**config.mk**
```make
export PLATFORM = sky130hd
export DESIGN_NAME = rv_writeback
export DESIGN_NICKNAME = d
export VERILOG_FILES = /design/src/rtl/rv_writeback.sv
export SDC_FILE = /design/constraint.sdc
export NUM_CORES = 1
export LEC_CHECK = 0
export ABC_AREA = 1
export ABC_CLOCK_PERIOD_IN_PS = 1800
export CORE_AREA = 2 2 176 92
export CTS_CLUSTER_DIAMETER = 100
export CTS_CLUSTER_SIZE = 10
export DETAILED_ROUTE_END_ITERATION = 8
export DIE_AREA = 0 0 178 94
export HOLD_SLACK_MARGIN = 0.12
export PLACE_DENSITY = 0.69
export SYNTH_ARGS = -nofsm -noshare
export SYNTH_HDL_FRONTEND = slang
export SYNTH_SLANG_ARGS = --single-unit
export TNS_END_PERCENT = 50
```
**constraint.sdc**
```tcl
create_clock -name clk_i -period 1.8 [get_ports clk_i]
set_input_delay 0.18 -clock clk_i [delete_from_list [all_inputs] [get_ports clk_i]]
set_output_delay 0.18 -clock clk_i [all_outputs]
set_load 0.03 [all_outputs]
```
**src/rtl/rv_writeback.sv**
```systemverilog
// Writeback stage: selects the register-file result for ALU/shift/multiply ops and
// waits on data memory for loads and stores, with a bounded wait that raises a bus error.
module rv_writeback #(
    parameter int g_mem_timeout = 63
) (
    input  logic        clk_i,
    input  logic        rst_i,
    input  logic        w_valid_i,
    input  logic [2:0]  w_fun_i,
    input  logic        w_load_i,
    input  logic        w_store_i,
    input  logic [4:0]  w_rd_i,
    input  logic        w_rd_write_i,
    input  logic [31:0] w_rd_value_i,
    input  logic [1:0]  w_rd_source_i,
    input  logic [31:0] w_rd_shifter_i,
    input  logic [31:0] w_rd_multiply_i,
    input  logic [31:0] w_dm_addr_i,
    input  logic [31:0] dm_data_l_i,
    input  logic        dm_load_done_i,
    input  logic        dm_store_done_i,
    output logic [4:0]  rf_rd_o,
    output logic [31:0] rf_rd_value_o,
    output logic        rf_rd_write_o,
    output logic        w_stall_req_o,
    output logic        w_bus_error_o
);

    typedef enum logic {
        ST_IDLE,
        ST_WAIT_MEM
    } state_t;

    localparam logic [7:0] LP_TMO_LAST = 8'(g_mem_timeout - 1);

    state_t      r_state;
    logic [7:0]  r_cnt;
    logic [4:0]  r_rd;
    logic [2:0]  r_fun;
    logic [1:0]  r_lane;
    logic        r_rd_write;
    logic        r_is_load;

    logic        w_accept;
    logic        w_done_in;
    logic        w_done_wait;
    logic        w_in_wait;
    logic        w_timeout;
    logic        w_unused_addr;

    function automatic logic [31:0] f_result(
        input logic [1:0]  src,
        input logic [31:0] value,
        input logic [31:0] shifter,
        input logic [31:0] multiply
    );
        case (src)
            2'b01:   f_result = shifter;
            2'b10:   f_result = multiply;
            default: f_result = value;
        endcase
    endfunction

    function automatic logic [31:0] f_load_extract(
        input logic [2:0]  fun,
        input logic [1:0]  lane,
        input logic [31:0] data
    );
        logic signed [7:0]  v_byte;
        logic signed [15:0] v_half;
        logic signed [31:0] v_ext_b;
        logic signed [31:0] v_ext_h;
        case (lane)
            2'b00:   v_byte = data[7:0];
            2'b01:   v_byte = data[15:8];
            2'b10:   v_byte = data[23:16];
            default: v_byte = data[31:24];
        endcase
        v_half  = lane[1] ? data[31:16] : data[15:0];
        v_ext_b = v_byte;
        v_ext_h = v_half;
        case (fun)
            3'b000:  f_load_extract = v_ext_b;
            3'b001:  f_load_extract = v_ext_h;
            3'b100:  f_load_extract = {24'd0, v_byte};
            3'b101:  f_load_extract = {16'd0, v_half};
            default: f_load_extract = data;
        endcase
    endfunction

    // Only the byte lane of the address matters here; the rest is the memory stage's business.
    assign w_unused_addr = ^w_dm_addr_i[31:2];

    assign w_in_wait   = (r_state == ST_WAIT_MEM);
    assign w_accept    = (r_state == ST_IDLE) & w_valid_i & (w_load_i | w_store_i);
    assign w_done_in   = w_load_i ? dm_load_done_i : dm_store_done_i;
    assign w_done_wait = r_is_load ? dm_load_done_i : dm_store_done_i;
    assign w_timeout   = w_in_wait & ~w_done_wait & (r_cnt == LP_TMO_LAST);

    assign w_stall_req_o = (w_accept & ~w_done_in) | (w_in_wait & ~w_done_wait & ~w_timeout);

    // Access descriptor held while the memory is outstanding.
    always_ff @(posedge clk_i) begin
        if (w_accept) begin
            r_rd       <= w_rd_i;
            r_fun      <= w_fun_i;
            r_lane     <= w_dm_addr_i[1:0];
            r_rd_write <= w_rd_write_i;
            r_is_load  <= w_load_i;
        end
    end

    always_ff @(posedge clk_i or posedge rst_i) begin
        if (rst_i) begin
            r_state       <= ST_IDLE;
            r_cnt         <= 8'd0;
            rf_rd_o       <= 5'd0;
            rf_rd_value_o <= 32'd0;
            rf_rd_write_o <= 1'b0;
            w_bus_error_o <= 1'b0;
        end else begin
            rf_rd_write_o <= 1'b0;
            w_bus_error_o <= 1'b0;
            case (r_state)
                ST_IDLE: begin
                    if (w_accept) begin
                        r_cnt <= 8'd0;
                        if (w_done_in) begin
                            if (w_load_i) begin
                                rf_rd_o       <= w_rd_i;
                                rf_rd_value_o <= f_load_extract(w_fun_i, w_dm_addr_i[1:0], dm_data_l_i);
                                rf_rd_write_o <= w_rd_write_i & (w_rd_i != 5'd0);
                            end
                        end else begin
                            r_state <= ST_WAIT_MEM;
                        end
                    end else if (w_valid_i) begin
                        rf_rd_o       <= w_rd_i;
                        rf_rd_value_o <= f_result(w_rd_source_i, w_rd_value_i,
                                                  w_rd_shifter_i, w_rd_multiply_i);
                        rf_rd_write_o <= w_rd_write_i & (w_rd_i != 5'd0);
                    end
                end
                ST_WAIT_MEM: begin
                    if (w_done_wait) begin
                        r_state <= ST_IDLE;
                        if (r_is_load) begin
                            rf_rd_o       <= r_rd;
                            rf_rd_value_o <= f_load_extract(r_fun, r_lane, dm_data_l_i);
                            rf_rd_write_o <= r_rd_write & (r_rd != 5'd0);
                        end
                    end else if (w_timeout) begin
                        r_state       <= ST_IDLE;
                        w_bus_error_o <= 1'b1;
                    end else begin
                        r_cnt <= r_cnt + 8'd1;
                    end
                end
                default: r_state <= ST_IDLE;
            endcase
        end
    end

endmodule

```
---- Word-level counts from Yosys, hierarchy flattened ----
Cells that the tools add are included.
cells by class
  equality and inequality tests ........... 21
  add/sub/neg operators ................... 1
  bitwise logic cells ..................... 14
  reduce and logical (&&, ||, !) cells .... 8
  multiplexer cells ....................... 42
operator list
  cell                 number
  $pmux 32 s4          2
  $mux 32              6
  $pmux 32 s2          2
  $pmux 8 s3           2
  $mux 16              2
  $mux 5               6
  $mux 8               3
  $pmux 8 s2           1
  $mux 1               15
  $eq 3x3->1 const B   4
  $pmux 5 s2           1
  $reduce_bool 5->1    2
  $ne 3x3->1 const B   3
  $add 8x1->8 const B  1
  $and 1x1->1          8
  $eq 8x6->1 const B   1
  $eq 2x1->1 const B   3
  $eq 2x2->1 const B   3
  $eq 3x1->1 const B   2
  $logic_not 3->1      2
  $ne 2x2->1 const B   3
  $reduce_and 5->1     1
  $logic_not 2->1      2
  $ne 2x1->1 const B   2
  other kinds (4)      9
storage, ports and cells
  input bits .............................. 178
  logic and storage cells ................. 97
  flip-flop bits (word level) ............. 60
  output and inout port bits .............. 40

---- Depth between registers and ports, before layout ----
  depth after elaboration ................. 7
  mapped depth ............................ 14
  mapped depth without buffers ............ 12

---- Worst setup path after synthesis ----
No wires, ideal clock.
  path kind ............................... flip-flop to output port
  from .................................... register r_state
  to ...................................... output w_stall_req_o
  cell stages (with the launch flop) ...... 9
  data required time ...................... 1620 ps
  path buffers ............................ 3
  setup slack ............................. -208 ps
  arrival time ............................ 1828 ps
  cell sequence ........................... dfrtp_1 > buf_6 > inv_4 > nand2_4 > nor2_8 > inv_2 > buf_6 > buf_2 > o21ai_0
on the way
  word-level cells in the longest chain between the ends .. 5
  elaborated cells between the ends (all ways) .. 9
  classes of those cells .................. 9 x bitwise
RTL lines
  item                                             RTL line  RTL
  start: declaration                               36        state_t r_state;
  start signal: assignment                         115       r_state <= ST_IDLE;
  start signal: assignment                         135       r_state <= ST_WAIT_MEM;
  start signal: assignment                         146       r_state <= ST_IDLE;
  $not 1->1 / $and 1x1->1 (equally long branches)  -
  $and 1x1->1 (on tied branches)                   95, 98
  $and 1x1->1 / $not 1->1 (equally long branches)  95, 100
  $and 1x1->1                                      100       assign w_stall_req_o = (w_accept & ~w_done_in) | (w_in_wait & ~w_done_wait & ~w_timeout);
  $or 1x1->1 (*)                                   100
  end: declaration                                 25        output logic w_stall_req_o,
Mark *: on every way between the ends. The rest lies on a longest branch, timed or not.

---- Final worst setup path ----
  from .................................... register rf_rd_value_o[9]
  to ...................................... output rf_rd_value_o[9]
RTL lines
  item                      RTL line  RTL
  start: declaration        23        output logic [31:0] rf_rd_value_o,
  start signal: assignment  131       rf_rd_value_o <= f_load_extract(w_fun_i, w_dm_addr_i[1:0], dm_data_l_i);
  start signal: assignment  139       rf_rd_value_o <= f_result(w_rd_source_i, w_rd_value_i,
  start signal: assignment  149       rf_rd_value_o <= f_load_extract(r_fun, r_lane, dm_data_l_i);
No word-level cell between the ends.

==> results.rst <==
.. list-table::
   :header-rows: 1

   * - Metric
     - Value
   * - Summed negative setup slack over all endpoints
     - 0 ns
   * - Path category of the worst min-delay check
     - in2async
   * - Met1 Routed Length
     - 11100 um
   * - Leading cell type in the layout, fill and taps excluded
     - sky130_fd_sc_hd__nand2_1
   * - Starting Density
     - 34.4%
   * - Clock network latency to the later pin of the worst-skew pair
     - 0.33 ns
   * - Leak pwr
     - 3.82 nW
   * - Number of nets in the layout
     - 1244
   * - Row cnt
     - 32
   * - Pin count of the biggest net entering global routing
     - 64
   * - WL per Instance
     - 19.5 um
   * - Area fraction in compound gates after synthesis
     - 17.3%
   * - Worst Setup End Kind
     - output pin
   * - Total power per unit cell area
     - 1020 mW/mm^2
   * - Transition at the pin with the smallest max-transition slack
     - 0.407 ns
   * - Wire length of the first global-routing pass
     - 36500 um
   * - Wire length on met3
     - 4340 um
   * - Switching share of power
     - 41.8%
   * - Antenna-violating nets left
     - 0
   * - Via density per instance
     - 5.32
   * - Xor and xnor area share after synthesis
     - 0.338%
   * - Data arrival time of the critical path
     - 1.57 ns
   * - Internal Dissipation
     - 0.00482 W
   * - Setup-failing EPs final
     - 0
   * - Gate count of the mapped netlist
     - 844
   * - Total vias in the final route
     - 6764
   * - Routability cong.
     - 1.06
   * - Largest stage delay, worst path
     - 0.73 ns
   * - Total of warnings raised by yosys
     - 0
   * - Adder and majority cell fraction of the synthesized area
     - 0.965%
   * - Cell Chain, Critical Path
     - clkdlybuf4s50_1
   * - Antenna fix cells
     - 0
   * - Data required, critical path
     - 1.62 ns
   * - Max Slew Vio Count
     - 0
   * - Detailed-placement wirelength estimate
     - 19600 um
   * - Layout cells sized above 1
     - 12.2%
   * - Leading cell types in the layout, fill and taps excluded
     - sky130_fd_sc_hd__nand2_1, sky130_fd_sc_hd__clkdlybuf4s50_1, sky130_fd_sc_hd__nand3_1
   * - Max_slew headroom
     - 72.6%
   * - Setup slack of the most critical reg-to-reg path
     - 0.15 ns
   * - Number of antenna violations at the first check in global routing
     - 0
   * - Clock tree sinks
     - 60
   * - Area of placed instances
     - 0.00775 mm^2
   * - Tightest hold margin
     - 0.149 ns
   * - Simple-gate area share of the yosys netlist
     - 40.7%
   * - Sequential-to-total area share from yosys stat
     - 30.1%
   * - Number of DRC violations after detailed-routing iteration 0
     - 811
   * - CTS tree
     - yes
   * - Clock input transition at the sequential cells of the worst setup and hold paths
     - 0.06 ns
   * - DRC violation count after routing
     - 0
   * - Die Outline Area
     - 0.0167 mm^2
   * - Maximum clock insertion buffer count
     - 2
   * - Part of the power in combinational logic
     - 50.5%
   * - Pre-antenna DRT Iters
     - 6
   * - NetSw
     - 0.00346 W
   * - Sort of element at the start of the critical path
     - register
   * - TritonCTS buffer count
     - 9
   * - Number of distinct standard cells referenced by the synthesized netlist
     - 36
   * - Post-route cell area
     - 0.00815 mm^2
   * - Top metal layer carrying routed signals
     - met4
   * - Top Ports
     - 218
   * - Mux cell area share after synthesis
     - 0%
   * - GRT Util Overall
     - 30.0%
   * - Area overhead of the layout relative to synthesis
     - 57.0%
   * - Worst IR Drop VDD
     - 0.000604 V
   * - Kind of cell adding the most delay to the critical path
     - buffers and inverters
   * - Proportion of power drawn by flip-flops and latches
     - 26.9%
   * - Die Wd
     - 178 um
   * - Final Hold Viols
     - 0
   * - Highest fanout seen on the critical path
     - 2
   * - Total length of routed met2 wires
     - 8820 um
   * - Leftover overflow at the end of global routing
     - 0
   * - Final period utilization
     - 97.3%
   * - Synthesized area per cell
     - 6.15 um^2
   * - Largest family of logic cells by synthesized area
     - simple AND/OR/NAND/NOR gates
   * - Vias in the first global route
     - 6106
   * - CTS hold repair buffers
     - 0
   * - Register bit count reported by yosys
     - 60
   * - Maximum achievable frequency
     - 571 MHz
   * - Setup Crit Path Kind
     - reg2out
   * - Max-Cap Viols
     - 0
   * - Worst clock skew on the final layout
     - 0.00687 ns
   * - Setup repair after global routing missed its margin
     - true
   * - Die Ht
     - 94 um
   * - Result of the run
     - completed
   * - # port buffers
     - 187
   * - Post-layout minimum cycle time
     - 1.75 ns
   * - Power share of the clock group
     - 22.6%
   * - Total length of routed wires
     - 24800 um
   * - Number of levels in the clock H-tree
     - 3
   * - Synth Net Count
     - 1026
   * - Area of the core
     - 0.0151 mm^2
   * - Slowest cell on the critical path
     - sky130_fd_sc_hd__clkdlybuf4s50_1
   * - Area of the mapped netlist
     - 0.00519 mm^2
   * - Clock root cell
     - sky130_fd_sc_hd__clkbuf_16
   * - Number of buffer and inverter stages on the critical path
     - 1
==> metal layers <==
metal,track usage (%),up-vias
met5,0,-
met4,6.63,0
met3,18.8,36
met2,38.0,419
met1,41.7,3090
li1,-,3219
==> Yosys cell counts <==
| cell type | instances | area, um^2 |
|---|---|---|
| sky130_fd_sc_hd__a21boi_0 | 1 | 7.51 |
| sky130_fd_sc_hd__a21oi_1 | 72 | 360 |
| sky130_fd_sc_hd__a21oi_2 | 1 | 8.76 |
| sky130_fd_sc_hd__a22oi_1 | 7 | 52.6 |
| sky130_fd_sc_hd__a31oi_1 | 4 | 25.0 |
| sky130_fd_sc_hd__buf_1 | 6 | 22.5 |
| sky130_fd_sc_hd__buf_2 | 21 | 105 |
| sky130_fd_sc_hd__buf_4 | 4 | 30.0 |
| sky130_fd_sc_hd__buf_6 | 4 | 45.0 |
| sky130_fd_sc_hd__clkbuf_1 | 21 | 78.8 |
| sky130_fd_sc_hd__dfrtp_1 | 48 | 1200 |
| sky130_fd_sc_hd__edfxtp_1 | 12 | 360 |
| sky130_fd_sc_hd__ha_1 | 4 | 50.1 |
| sky130_fd_sc_hd__inv_1 | 53 | 199 |
| sky130_fd_sc_hd__inv_2 | 15 | 56.3 |
| sky130_fd_sc_hd__inv_4 | 2 | 12.5 |
| sky130_fd_sc_hd__nand2_1 | 311 | 1170 |
| sky130_fd_sc_hd__nand2_2 | 2 | 12.5 |
| sky130_fd_sc_hd__nand2_4 | 2 | 22.5 |
| sky130_fd_sc_hd__nand3_1 | 114 | 571 |
| sky130_fd_sc_hd__nand3_2 | 3 | 30.0 |
| sky130_fd_sc_hd__nand4_1 | 5 | 31.3 |
| sky130_fd_sc_hd__nor2_1 | 46 | 173 |
| sky130_fd_sc_hd__nor2_2 | 1 | 6.26 |
| sky130_fd_sc_hd__nor2_4 | 3 | 33.8 |
| sky130_fd_sc_hd__nor2_8 | 1 | 20.0 |
| sky130_fd_sc_hd__nor3_1 | 4 | 20.0 |
| sky130_fd_sc_hd__nor3_2 | 1 | 10.0 |
| sky130_fd_sc_hd__nor4_1 | 1 | 6.26 |
| sky130_fd_sc_hd__o211ai_1 | 32 | 240 |
| sky130_fd_sc_hd__o21ai_0 | 36 | 180 |
| sky130_fd_sc_hd__o21ai_1 | 2 | 10.0 |
| sky130_fd_sc_hd__o21bai_1 | 1 | 7.51 |
| sky130_fd_sc_hd__o31ai_1 | 1 | 7.51 |
| sky130_fd_sc_hd__or2_2 | 1 | 6.26 |
| sky130_fd_sc_hd__xor2_1 | 2 | 17.5 |
==> per-stage QoR <==
stage	setup slack (ns)	std cells	util [%]	power [W]
floorplan	0.0243	844	-	0.00430
global placement	-0.169	1250	51.4	0.00632
detailed placement	-0.180	1250	51.4	0.00634
CTS	0.0197	1267	53.6	0.00824
global route	-0.0416	1271	54.0	0.00875
finish	0.0477	1271	54.0	0.00828
==> worst paths after layout <==
kind	cells past startpoint	to	startpoint
max	1	rf_rd_value_o[9]	rf_rd_value_o[9]$_DFFE_PP0P_
min	2	rf_rd_value_o[16]$_DFFE_PP0P_	rst_i
max reg2reg	13	rf_rd_value_o[18]$_DFFE_PP0P_	r_state$_DFF_PP0_
min reg2reg	2	rf_rd_value_o[27]$_DFFE_PP0P_	rf_rd_value_o[27]$_DFFE_PP0P_
max in group asynchronous	3	r_state$_DFF_PP0_	rst_i
min in group clk_i	1	r_rd[3]$_DFFE_PP_	w_rd_i[3]
==> flip-flops by register name, indices dropped and copies added, names as in the netlist <==
register and cells:
r_cnt 8, r_fun 3, r_is_load 1, r_lane 2
r_rd 5, r_rd_write 1, r_state 1, rf_rd_o 5
rf_rd_value_o 32, rf_rd_write_o 1, w_bus_error_o 1
==> area by class of cell <==
type	instances	area [um^2]
Fill cell	1503	6950
Clock buffer	13	282
Tap cell	204	255
Timing Repair Buffer	263	2630
Multi-Input combinational cell	658	3100
Sequential cell	60	1560
Inverter	70	270
Clock inverter	3	41.3
==> power by group through the flow <==
| stage | sequential (W) | clock (W) | combinational, W |
|---|---|---|---|
| 6_report | 0.00223 | 0.00187 | 0.00419 |
| 5_1_grt | 0.00227 | 0.00197 | 0.00451 |
| 4_1_cts | 0.00221 | 0.00189 | 0.00414 |
| 3_5_place_dp | 0.00223 | 0 | 0.00411 |
| 3_3_place_gp | 0.00223 | 0 | 0.00409 |
| 2_1_floorplan | 0.00288 | 0 | 0.00142 |
==> logic make-up (layout without fill, tap and decap cells) <==
family                     after synthesis  in the layout
xor gates and xnor gates                 2              2
adders and majority gates                4              4
AOI/OAI and AO/OA                      157            157
buffers and inverters                  126            349
and+or+nand+nor                        495            495
DFF                                     60             60
==> what timing repair did <==
item / CTS / global route
gates resized for setup: 4 / 6
endpoints found under the setup margin: 1 / 2
pin swaps: 2 / 5
buffers inserted: 1 / 4
Power figures use the tool's default switching activity.
